`config.mk`:
```
export PLATFORM = sky130hd
export DESIGN_NAME = pc_sequencer_flat
export DESIGN_NICKNAME = d
export VERILOG_FILES = /design/src/rtl/pc_sequencer_pkg.sv /design/src/rtl/pc_sequencer_if.sv /design/src/rtl/pc_sequencer_flush_timer.sv /design/src/rtl/pc_sequencer.sv /design/src/flat_wrapper.sv
export SDC_FILE = /design/constraint.sdc
export NUM_CORES = 1
export LEC_CHECK = 0
export BUFFER_PORTS_ARGS = -buffer_cell sky130_fd_sc_hd__buf_4
export CELL_PAD_IN_SITES_DETAIL_PLACEMENT = 1
export CELL_PAD_IN_SITES_GLOBAL_PLACEMENT = 1
export CORE_MARGIN = 5
export CORE_UTILIZATION = 36
export CTS_CLUSTER_DIAMETER = 60
export CTS_CLUSTER_SIZE = 16
export DETAILED_ROUTE_END_ITERATION = 8
export GPL_ROUTABILITY_DRIVEN = 0
export GPL_TIMING_DRIVEN = 0
export PLACE_DENSITY_LB_ADDON = 0.1
export RECOVER_POWER = 100
export SLEW_MARGIN = 25
export SYNTH_ARGS = -nofsm -noshare
export SYNTH_HDL_FRONTEND = slang
export SYNTH_SLANG_ARGS = --single-unit
export TNS_END_PERCENT = 10
```
`constraint.sdc`:
```
create_clock -name clk -period 2.1 [get_ports clk]
set_input_delay 0.42 -clock clk [delete_from_list [all_inputs] [get_ports clk]]
set_output_delay 0.42 -clock clk [all_outputs]
set_load 0.1 [all_outputs]
```
`src/rtl/pc_sequencer_pkg.sv`:
```
// Shared SPU-lite definitions for the PC sequencer and the branch unit.
// Bit 0 is the MSB on every vector declared with these widths.
package spu_pkg;

    localparam int PC_W        = 32;
    localparam int INSTR_BYTES = 4;
    localparam int FLUSH_W     = 4;
    localparam int BR_COUNT_W  = 16;

    localparam logic [0:PC_W-1] LS_MASK_DEFAULT = 32'h0003_FFFF;

    // Branch-unit PC bus layout: [0:31] target, [32] taken.
    localparam int PCBUS_W          = 33;
    localparam int PCBUS_TARGET_MSB = 0;
    localparam int PCBUS_TARGET_LSB = 31;
    localparam int PCBUS_TAKEN_BIT  = 32;

    typedef enum logic [1:0] {
        ST_BOOT  = 2'd0,
        ST_RUN   = 2'd1,
        ST_FLUSH = 2'd2,
        ST_HALT  = 2'd3
    } pcseq_state_t;

    // Redirect address: confined to local store and forced onto a word boundary.
    function automatic logic [0:PC_W-1] align_target(
        input logic [0:PC_W-1] target,
        input logic [0:PC_W-1] mask
    );
        return target & mask & ~PC_W'(INSTR_BYTES - 1);
    endfunction

    function automatic logic [0:PC_W-1] next_seq_pc(
        input logic [0:PC_W-1] pc,
        input logic [0:PC_W-1] mask
    );
        return (pc + PC_W'(INSTR_BYTES)) & mask;
    endfunction

endpackage

```
`src/rtl/pc_sequencer_if.sv`:
```
// Branch-resolution, control and fetch-request signals around the PC sequencer.
interface pc_sequencer_if;
    import spu_pkg::*;

    logic                    stall;
    logic                    br_valid;
    logic                    br_taken;
    logic [0:PC_W-1]         br_target;
    logic                    halt;
    logic                    resume;
    logic [0:PC_W-1]         pc;
    logic                    pc_valid;
    logic                    flush;
    logic                    halted;
    logic [0:BR_COUNT_W-1]   br_count;

    modport master (
        input  stall, br_valid, br_taken, br_target, halt, resume,
        output pc, pc_valid, flush, halted, br_count
    );

    modport slave (
        output stall, br_valid, br_taken, br_target, halt, resume,
        input  pc, pc_valid, flush, halted, br_count
    );

endinterface

```
`src/rtl/pc_sequencer_flush_timer.sv`:
```
// Loadable down-counter that times the pipeline flush; done flags the last flush cycle.
module flush_timer
    import spu_pkg::*;
#(
    parameter int W = FLUSH_W
) (
    input  logic         clk,
    input  logic         rst_n,
    input  logic         load,
    input  logic [W-1:0] load_val,
    input  logic         dec,
    output logic [W-1:0] count,
    output logic         done
);

    logic [W-1:0] count_r;

    // Count register: load wins over decrement, decrement saturates at zero.
    always_ff @(posedge clk or negedge rst_n) begin
        if (!rst_n) begin
            count_r <= '0;
        end else if (load) begin
            count_r <= load_val;
        end else if (dec && (count_r != '0)) begin
            count_r <= count_r - W'(1'b1);
        end else begin
            count_r <= count_r;
        end
    end

    assign count = count_r;
    assign done  = (count_r == W'(1'b1));

endmodule

```
`src/rtl/pc_sequencer.sv`:
```
// Fetch PC generator: sequential fetch, taken-branch redirect with timed flush, halt/resume.
module pc_sequencer
    import spu_pkg::*;
#(
    parameter logic [0:PC_W-1] RESET_PC     = 32'h0000_0000,
    parameter logic [0:PC_W-1] LS_MASK      = LS_MASK_DEFAULT,
    parameter int              FLUSH_CYCLES = 3
) (
    input  logic              clk,
    input  logic              reset,
    pc_sequencer_if.master    bus
);

    localparam logic [0:PC_W-1]    BOOT_PC    = RESET_PC & LS_MASK;
    localparam logic [FLUSH_W-1:0] FLUSH_LOAD = FLUSH_W'(FLUSH_CYCLES);

    pcseq_state_t            state_r, state_s;
    logic [0:PC_W-1]         pc_r, pc_s;
    logic                    pc_valid_r, pc_valid_s;
    logic                    flush_r, flush_s;
    logic                    halted_r, halted_s;
    logic [0:BR_COUNT_W-1]   br_count_r, br_count_s;
    logic                    timer_load_s;
    logic                    timer_dec_s;
    logic                    timer_done_s;
    logic [FLUSH_W-1:0]      timer_count_s;
    logic                    taken_s;

    assign taken_s = bus.br_valid & bus.br_taken;

    flush_timer #(.W(FLUSH_W)) u_flush_timer (
        .clk      (clk),
        .rst_n    (reset),
        .load     (timer_load_s),
        .load_val (FLUSH_LOAD),
        .dec      (timer_dec_s),
        .count    (timer_count_s),
        .done     (timer_done_s)
    );

    // State, PC and registered outputs.
    always_ff @(posedge clk or negedge reset) begin
        if (!reset) begin
            state_r    <= ST_BOOT;
            pc_r       <= BOOT_PC;
            pc_valid_r <= 1'b0;
            flush_r    <= 1'b0;
            halted_r   <= 1'b0;
            br_count_r <= '0;
        end else begin
            state_r    <= state_s;
            pc_r       <= pc_s;
            pc_valid_r <= pc_valid_s;
            flush_r    <= flush_s;
            halted_r   <= halted_s;
            br_count_r <= br_count_s;
        end
    end

    // Next-state and next-output decode; pc_valid_r low in RUN marks the first cycle after BOOT.
    always_comb begin
        state_s      = state_r;
        pc_s         = pc_r;
        pc_valid_s   = pc_valid_r;
        flush_s      = 1'b0;
        halted_s     = 1'b0;
        br_count_s   = br_count_r;
        timer_load_s = 1'b0;
        timer_dec_s  = 1'b0;
        case (state_r)
            ST_BOOT: begin
                state_s    = ST_RUN;
                pc_s       = BOOT_PC;
                pc_valid_s = 1'b0;
            end
            ST_RUN: begin
                if (taken_s) begin
                    state_s      = ST_FLUSH;
                    pc_s         = align_target(bus.br_target, LS_MASK);
                    pc_valid_s   = 1'b0;
                    flush_s      = 1'b1;
                    br_count_s   = br_count_r + 16'd1;
                    timer_load_s = 1'b1;
                end else if (bus.halt) begin
                    state_s    = ST_HALT;
                    pc_valid_s = 1'b0;
                    halted_s   = 1'b1;
                end else if (pc_valid_r && !bus.stall) begin
                    pc_s       = next_seq_pc(pc_r, LS_MASK);
                    pc_valid_s = 1'b1;
                end else begin
                    pc_valid_s = 1'b1;
                end
            end
            ST_FLUSH: begin
                timer_dec_s = 1'b1;
                if (timer_done_s) begin
                    state_s    = ST_RUN;
                    pc_valid_s = 1'b1;
                end else begin
                    flush_s    = 1'b1;
                    pc_valid_s = 1'b0;
                end
            end
            ST_HALT: begin
                if (bus.resume && !bus.halt) begin
                    state_s    = ST_RUN;
                    pc_valid_s = 1'b1;
                end else begin
                    halted_s   = 1'b1;
                    pc_valid_s = 1'b0;
                end
            end
            default: begin
                state_s    = ST_BOOT;
                pc_s       = BOOT_PC;
                pc_valid_s = 1'b0;
            end
        endcase
    end

    assign bus.pc       = pc_r;
    assign bus.pc_valid = pc_valid_r;
    assign bus.flush    = flush_r;
    assign bus.halted   = halted_r;
    assign bus.br_count = br_count_r;

endmodule

```
`src/flat_wrapper.sv`:
```
// flat-port wrapper written by rule: the top's interface ports become plain ports
module pc_sequencer_flat import spu_pkg::*;
#(
    parameter logic [0:PC_W-1] RESET_PC     = 32'h0000_0000,
    parameter logic [0:PC_W-1] LS_MASK      = LS_MASK_DEFAULT,
    parameter int              FLUSH_CYCLES = 3
)
  (clk, reset, bus_stall, bus_br_valid, bus_br_taken, bus_br_target, bus_halt, bus_resume, bus_pc, bus_pc_valid, bus_flush, bus_halted, bus_br_count);
  pc_sequencer_if bus_i ();
  input  logic clk;
  input  logic reset;
  input wire logic [$bits(bus_i.stall)-1:0] bus_stall;
  input wire logic [$bits(bus_i.br_valid)-1:0] bus_br_valid;
  input wire logic [$bits(bus_i.br_taken)-1:0] bus_br_taken;
  input wire logic [$bits(bus_i.br_target)-1:0] bus_br_target;
  input wire logic [$bits(bus_i.halt)-1:0] bus_halt;
  input wire logic [$bits(bus_i.resume)-1:0] bus_resume;
  output wire logic [$bits(bus_i.pc)-1:0] bus_pc;
  output wire logic [$bits(bus_i.pc_valid)-1:0] bus_pc_valid;
  output wire logic [$bits(bus_i.flush)-1:0] bus_flush;
  output wire logic [$bits(bus_i.halted)-1:0] bus_halted;
  output wire logic [$bits(bus_i.br_count)-1:0] bus_br_count;
  assign bus_i.stall = bus_stall;
  assign bus_i.br_valid = bus_br_valid;
  assign bus_i.br_taken = bus_br_taken;
  assign bus_i.br_target = bus_br_target;
  assign bus_i.halt = bus_halt;
  assign bus_i.resume = bus_resume;
  assign bus_pc = bus_i.pc;
  assign bus_pc_valid = bus_i.pc_valid;
  assign bus_flush = bus_i.flush;
  assign bus_halted = bus_i.halted;
  assign bus_br_count = bus_i.br_count;
  pc_sequencer #(.RESET_PC(RESET_PC), .LS_MASK(LS_MASK), .FLUSH_CYCLES(FLUSH_CYCLES)) u_core (.clk(clk), .reset(reset), .bus(bus_i));
endmodule
```
Word level (Yosys, flattened, before mapping)
Cells that the tools add are included.

word-level totals
  output and inout bits = 51
  word-level logic and storage cells = 57
  input port bits = 39
  bits in registers = 57

cells by class
  add/subtract/negate cells = 3
  multiplexer cells = 25
  reductions and logical operators = 12
  bitwise gates (word level) = 1
  equal/unequal tests = 9

operators by type and width
  cell                                                                     count
  32-bit 2-to-1 mux                                                        3
  32-bit one-hot mux with 2 select lines                                   1
  18-bit by 3-bit adder with 18-bit output, second input constant          1
  16-bit by 1-bit adder with 16-bit output, second input constant          1
  1-bit 2-to-1 mux                                                         11
  2-bit 2-to-1 mux                                                         4
  4-bit 2-to-1 mux                                                         2
  2-bit one-hot mux with 4 select lines                                    1
  3-bit by 2-bit inequality test with 1-bit output, second input constant  2
  3-bit AND reduction                                                      2
  2-bit == test, second input constant                                     2
  4-bit by 1-bit == test with 1-bit output, second input constant          1
  2-bit by 1-bit inequality test with 1-bit output, second input constant  2
  1-bit one-hot mux with 2 select lines                                    2
  1-bit one-hot mux with 4 select lines                                    1
  2-bit nonzero test                                                       2
  4-bit nonzero test                                                       1
  4-bit by 1-bit subtractor with 4-bit output, second input constant       1
  1-bit logical AND                                                        3
  3-bit by 1-bit inequality test with 1-bit output, second input constant  1
  2-bit by 1-bit == test with 1-bit output, second input constant          1
  1-bit logical NOT                                                        2
  2-bit logical NOT                                                        1
  2-bit AND reduction                                                      1
  1-bit AND                                                                1

Longest topological paths before layout
Gate-level depths: netlist of the first run.

  word-level depth = 6
  mapped depth = 8
  gate-level depth less buffers = 6

By module
A second synthesis of the first run with hierarchy kept.

second synthesis, totals
  cells, all modules = 280
  area total of the unflattened synthesis = 2601.2 um^2

by module, submodules not included
  module        instances  cells each  area each (um^2)  seq. area each (um^2)
  pc_sequencer  1          251         2318.5            925.9
  flush_timer   1          29          282.8             100.1

Worst setup path before layout of the first run
OpenSTA, ideal clock, no wires.

  path kind = flip-flop to flip-flop
  start = register u_core.br_count_r, in the netlist u_core.bus.br_count[12]
  end = register u_core.br_count_r, in the netlist u_core.bus.br_count[0]
  stages on the path, launching flop included = 5
  setup time = 0.158 ns
  path buffers = 0
  clock period less this slack = 2.341 ns
  slack = -0.241 ns
  arrival time = 2.184 ns
  data required time = 1.942 ns
  cells stage by stage = dfrtp_1 > nand4_1 > nor4_1 > nand4_1 > xnor2_1

between the ends
  word-level cells in the longest chain between the ends = 1

ends and longest elaborated chain
  element                                   RTL line            RTL
  from (decl)                               pc_sequencer.sv:22  logic [0:BR_COUNT_W-1] br_count_r, br_count_s;
  from (signal assigned)                    pc_sequencer.sv:56  br_count_r <= br_count_s;
  16-bit by 1-bit adder with 16-bit output  pc_sequencer.sv:82  br_count_s = br_count_r + 16'd1;

Every way passes these cells.
A chain may end at the register's enable or synchronous reset.

Worst setup path after layout of the first run
  start = register u_core.state_r[1]
  end = register u_core.pc_r, in the netlist u_core.bus.pc[16]

between the ends
  word-level cells in the longest chain between the ends = 3
  elaborated cells between the ends (all ways) = 7
  classes of those cells = 3 x eq/ne; 1 x mux; 3 x reduce/logical

ends and longest elaborated chain
  element                                                                               RTL line            RTL
  from (decl)                                                                           pc_sequencer.sv:17  pcseq_state_t state_r, state_s;
  from (signal assigned)                                                                pc_sequencer.sv:51  state_r <= state_s;
  2-bit by 1-bit == test with 1-bit output / 2-bit logical NOT (equally long branches)  pc_sequencer.sv:70  case (state_r)
  3-bit by 1-bit inequality test with 1-bit output (no line) (tied with other cells)    --
  3-bit AND reduction (no line)                                                         --
  to (signal assigned)                                                                  pc_sequencer.sv:52  pc_r <= pc_s;
  to (decl)                                                                             pc_sequencer.sv:18  logic [0:PC_W-1] pc_r, pc_s;

Parallel ways exist; a longest one is shown, timed or not.

==> results.txt, run 1 <==
Die Area - 8500 um^2
Root buf cell - clkbuf_8
Initial Utilization - 36.4%
Vias in the first global route - 2,246
Seq/Total Area, Yosys - 42.2%
Total core area - 6680 um^2
Worst Path Buf+Inv - 3
Die W - 92.2 um
GR Util met1 - 22.6%
VDD IR max - 775 uV
Drt wl/cell - 16.0 um
Global routing's busiest layer - met2
Detailed Route WL - 6.71 mm
Sink Count - 41
Maximum clock path buffer count - 2
Synth cell types - 46
Initial DRT Pass Iterations - 4
Final Hold Fails - 0
Pins Over Slew Limit - 0
Clock Latency Late Sink - 310 ps
CP required - 2320 ps
Congestion Overflow GR - 0
H-tree Lvls - 2
Layout cells sized above 1 - 28.5%
Most frequent cells in the layout - clkbuf_2, buf_4, dfrtp_1
Met2 usage - 26.7%
PortBufs - 57
Via density - 5.18
Fmax - 503 MHz
Worst EP arrival - 2210 ps
Worst Tran Pin Value - 1090 ps
Fill cells - 816
Delay-heaviest family, CP - compound AO/OA/AOI/OAI gates
Final HPWL DP - 5.06 mm
Flops & latches, synth - 41
Antenna violation net count after detailed routing - 0
Setup violators final - 0
Most used cell, CP - buf_6
Initial antenna violation count - 0
Synth Flop Type - dfrtp_1
Die Span Y - 92.2 um
TritonCTS clock tree - yes
Via count - 2,174
Area added between synthesis and finish - 27.4%
Crit-path cells - inv_1, ha_4, a21bo_2, or2_1, buf_6, buf_6, o21a_1, o211ai_1
Ant diodes - 0
Cell Count, Final, Fillers Out - 420
Global routing met3 resource utilization - 3.61%
Post-CTS setup buffers - 0
Area post-placement - 3020 um^2
Syn Area/Cell - 9.35 um^2
Worst Hold Class - in -> async
Total GRT Usage - 16.7%
Max-Cap Viols - 0
Slew HR - 27.5%
Setup crit end kind - flip-flop
Startpoint types - flip-flop
CP Max Fanout - 10
Slowest CP cell - dfrtp_1
Status - finished clean
CTS Buf Count - 5
# IOs - 90
Cells after Synth - 260
RSZ-0062 raised after global routing - false
Max incr delay on CP - 430 ps
# nets final - 387
Largest net degree at the start of global routing - 42
Mapped cell area - 2430 um^2
DRC violations left - 0
Critical path class - reg -> reg
Synth Warn # - 0
Asr flop ratio synth - 100%
Iter 0 DRT Violations - 76
Rows - 30
First-pass GRT wire length - 11.3 mm
Clk slew on worst S/H paths - 90 ps
Final instance area - 3100 um^2
EDFF count, synth - 0
Inst Count DP - 412
Clock Skew - 6.94 ps
Min Tclk post-route - 1990 ps
PwrDens - 1570 nW/um^2
Leakage power - 1.46 nW
Final worst-path cycle share - 94.7%
-- logic make-up after synthesis --
family / synth area share, %
other cells: 0.154
flops: 42.2
fa+ha+maj: 4.63
compound gates: 16.0
buf+inv: 8.96
mux: 0.824
xor+xnor: 6.48
simple gates: 20.7
-- flip-flops by register name, indices dropped and copies added (netlist names) --
name                        flops
u_core.bus.br_count            16
u_core.bus.flush                1
u_core.bus.halted               1
u_core.bus.pc                  16
u_core.bus.pc_valid             1
u_core.state_r                  2
u_core.u_flush_timer.count      4
-- cell usage after synthesis, drive strengths merged (6+ instances only) --
cell type,count,area share (%)
o2bb2ai,8,2.9
inv,14,2.2
nor4,8,2.1
buf,18,5.9
a21oi,8,1.6
nor2,14,2.2
nand4,11,2.8
and3,6,1.5
nand2,22,3.4
o21ai,13,2.7
nor3,9,1.9
nand3,7,1.4
clkbuf,6,0.93
dfrtp,41,42
ha,9,4.6
xnor2,13,4.7
-- stage by stage --
step	hold slack (ps)	utilization, %	setup TNS (ps)	power, mW	worst slack, ps
2_1_floorplan	124	-	-409	3.51	-119
3_3_place_gp	453	45.2	-3150	4.14	-376
3_5_place_dp	449	45.2	-2720	4.18	-297
4_1_cts	109	47.6	0	5.01	9.87
5_1_grt	308	46.3	0	5.11	16.8
6_report	298	46.3	0	4.86	112
-- routing by layer --
| layer | vias up | part of all wire, % |
|---|---|---|
| li1 | 1053 | - |
| met1 | 1064 | 47 |
| met2 | 51 | 46 |
| met3 | 6 | 5.2 |
| met4 | 0 | 1.2 |
| met5 | - | 0 |
-- layout make-up --
class	count	area, um^2	share of cell area (%)
tap	80	100	3.23
sequential	41	1030	33.4
clock buffer	5	68.8	2.22
buffer	24	166	5.37
multi-input combinational	196	1270	41.0
inverter	14	52.6	1.70
clock inverter	3	68.8	2.22
timing repair buffer	57	338	10.9
-- path summary, 6_finish.rpt --
path / slack, ps / cells past startpoint / to / from
min in group clk: 320 / 2 / u_core.bus.halted / bus_resume
min reg2reg: 470 / 1 / u_core.bus.br_count[0] / u_core.bus.br_count[0]
min: 300 / 1 / u_core.bus.pc[24] / reset
max in group asynchronous: 1060 / 1 / u_core.bus.br_count[10] / reset
max reg2reg: 110 / 8 / u_core.bus.pc[16] / u_core.state_r[1]
max: 110 / 8 / u_core.bus.pc[16] / u_core.state_r[1]
-- worst register-to-register path, cell delays in order, from the launching register on --
cell and delay [ps]:
dfrtp_1 430, inv_1 150, ha_4 200, a21bo_2 280, or2_1 250, buf_6 130, buf_6 130, o21a_1 180
o211ai_1 150
-- report_power, final --
part / total [mW] / internal (mW) / switching [mW]
sequential: 1.35 / 1.03 / 0.321
clock: 0.793 / 0.479 / 0.314
combinational: 2.71 / 0.545 / 2.17
total: 4.86 / 2.05 / 2.80
-- what timing repair did --
action,in CTS,in global routing
resized for setup,3,3
hold buffers,0,0
setup endpoints to repair,13,20
hold endpoints to repair,0,0
Note: power is estimated with default switching activity, not from simulation.
==> run 2, diff against run 1 <==
--- a/config.mk
+++ b/config.mk
@@ -15,6 +15,7 @@
 export DETAILED_ROUTE_END_ITERATION = 8
 export GPL_ROUTABILITY_DRIVEN = 0
 export GPL_TIMING_DRIVEN = 0
+export MAX_ROUTING_LAYER = met4
 export PLACE_DENSITY_LB_ADDON = 0.1
 export RECOVER_POWER = 100
 export SLEW_MARGIN = 25
==> run 2 against run 1 <==
- combinational power about the same
- power is essentially flat
- clock-buffer cell count unchanged
- sequential share of layout area unchanged
- setup slack improved by 2.8 ps
- die area stayed put
- core utilization stayed put
- worst hold slack got worse by 0.82 ps
- sequential power is essentially flat
- critical endpoint unchanged
==> results.txt, run 2 (synthesized netlist as in run 1, its figures left out) <==
Delay-heaviest family, CP - compound AO/OA/AOI/OAI gates
Final worst-path cycle share - 94.5% (-0.13 points)
Total power - 4.86 mW (about the same)
Iter 0 DRT Violations - 90 (+18%)
Clock Skew - 7.53 ps (+0.592 ps)
Die Area - 8500 um^2 (unchanged)
Clk slew on worst S/H paths - 90 ps (about the same)
Max-Cap Viols - 0 (unchanged)
DRC violations left - 0 (unchanged)
Root buf cell - clkbuf_8
R2R Setup Slk - 110 ps (about the same)
Cts hold-fix bufs - 0 (unchanged)
CP required - 2320 ps (about the same)
Final instance area - 3100 um^2 (unchanged)
Fill cells - 816 (unchanged)
Detailed Route WL - 6.71 mm (about the same)
Ant diodes - 0 (unchanged)
First-pass GRT wire length - 11.3 mm (about the same)
Vias in the first global route - 2,247 (+0.045%)
# IOs - 90 (unchanged)
Antenna violation net count after detailed routing - 0 (unchanged)
Layout cells sized above 1 - 28.5% (unchanged)
Setup crit end kind - flip-flop
Status - finished clean
Area added between synthesis and finish - 27.4% (unchanged)
Die W - 92.2 um (unchanged)
Post-CTS setup buffers - 0 (unchanged)
Most used cell, CP - buf_6
H-tree Lvls - 2 (unchanged)
Core Util, Final - 46.3% (unchanged)
Startpoint types - flip-flop
TritonCTS clock tree - yes
Rows - 30 (unchanged)
Initial antenna violation count - 0 (unchanged)
PwrDens - 1570 nW/um^2 (about the same)
Min Tclk post-route - 1990 ps (-2.79 ps)
CP Max Fanout - 10 (unchanged)
Final setup TNS - 0 ps (unchanged)
Final Hold Fails - 0 (unchanged)
Worst Path Buf+Inv - 3 (unchanged)
Worst Hold Class - in -> async
Maximum clock path buffer count - 2 (unchanged)
Drt wl/cell - 16.0 um (about the same)
Largest net degree at the start of global routing - 42 (unchanged)
Via count - 2,171 (-0.14%)
Max incr delay on CP - 430 ps (about the same)
Die Span Y - 92.2 um (unchanged)
Sink Count - 41 (unchanged)
Worst EP arrival - 2210 ps (about the same)
Via density - 5.17 (-0.14%)
Cts repair resizes - 3 (unchanged)
PortBufs - 57 (unchanged)
Initial Utilization - 36.4% (unchanged)
CTS Buf Count - 5 (unchanged)
Crit-path cells - inv_1, ha_4, a21bo_2, or2_1, buf_6, buf_6, o21a_1, o211ai_1
Leakage power - 1.46 nW (unchanged)
Worst Tran Pin Value - 1080 ps (-3.09 ps)
VDD IR max - 775 uV (unchanged)
Clock Latency Late Sink - 300 ps (about the same)
Congestion Overflow GR - 0 (unchanged)
Total core area - 6680 um^2 (unchanged)
# nets final - 387 (unchanged)
Total GRT Usage - 17.2% (+0.46 points)
Setup violators final - 0 (unchanged)
Area post-placement - 3020 um^2 (unchanged)
Critical path class - reg -> reg
Slew HR - 27.7% (+0.21 points)
Fmax - 504 MHz (+0.14%)
Most frequent cells in the layout - clkbuf_2, buf_4, dfrtp_1
Initial DRT Pass Iterations - 4 (unchanged)
Final HPWL DP - 5.06 mm (unchanged)
Pins Over Slew Limit - 0 (unchanged)
RSZ-0062 raised after global routing - false
Slowest CP cell - dfrtp_1
Min Hold Slack - 297 ps (-0.823 ps)
-- run 2: cell counts in the layout (fill, tap and decap cells not counted) --
No cell type changed its count.
-- run 2: layer usage --
metal | track usage (%) | share of wire [%] | vias to the layer above
met3 | 3.61 | 5.3 | 6
met4 | 4.83 | 1.2 | 0
met5 | - | 0 | -
met1 | 22.6 | 47 | 1058
met2 | 26.7 | 46 | 53
li1 | - | - | 1054
-- run 2: cell type report --
| cell class | instances | area (um^2) | area share [%] |
|---|---|---|---|
| multi-input combinational | 196 | 1270 | 41.0 |
| inverter | 14 | 52.6 | 1.70 |
| clock buffer | 5 | 68.8 | 2.22 |
| clock inverter | 3 | 68.8 | 2.22 |
| timing repair buffer | 57 | 338 | 10.9 |
| tap | 80 | 100 | 3.23 |
| buffer | 24 | 166 | 5.37 |
| sequential | 41 | 1030 | 33.4 |
-- run 2: power by group --
part,switching [mW],leakage [nW],internal (mW)
sequential,0.321,0.524,1.03
combinational,2.17,0.864,0.545
clock,0.314,0.0687,0.479
total,2.80,1.46,2.05
-- run 2: final timing paths --
kind | endpoint | from | cells after the start
max | u_core.bus.pc[16] | u_core.state_r[1] | 8
min | u_core.bus.pc[24] | reset | 1
max reg2reg | u_core.bus.pc[16] | u_core.state_r[1] | 8
min reg2reg | u_core.bus.br_count[0] | u_core.bus.br_count[0] | 1
max in group asynchronous | u_core.bus.br_count[10] | reset | 1
min in group clk | u_core.bus.halted | bus_resume | 2
-- run 2: stage by stage --
stage,instances,worst slack [ps]
final,420,115
after global routing,420,16.7
after detailed placement,412,-297
after floorplan,275,-119
after CTS,420,9.87
after global placement,412,-376
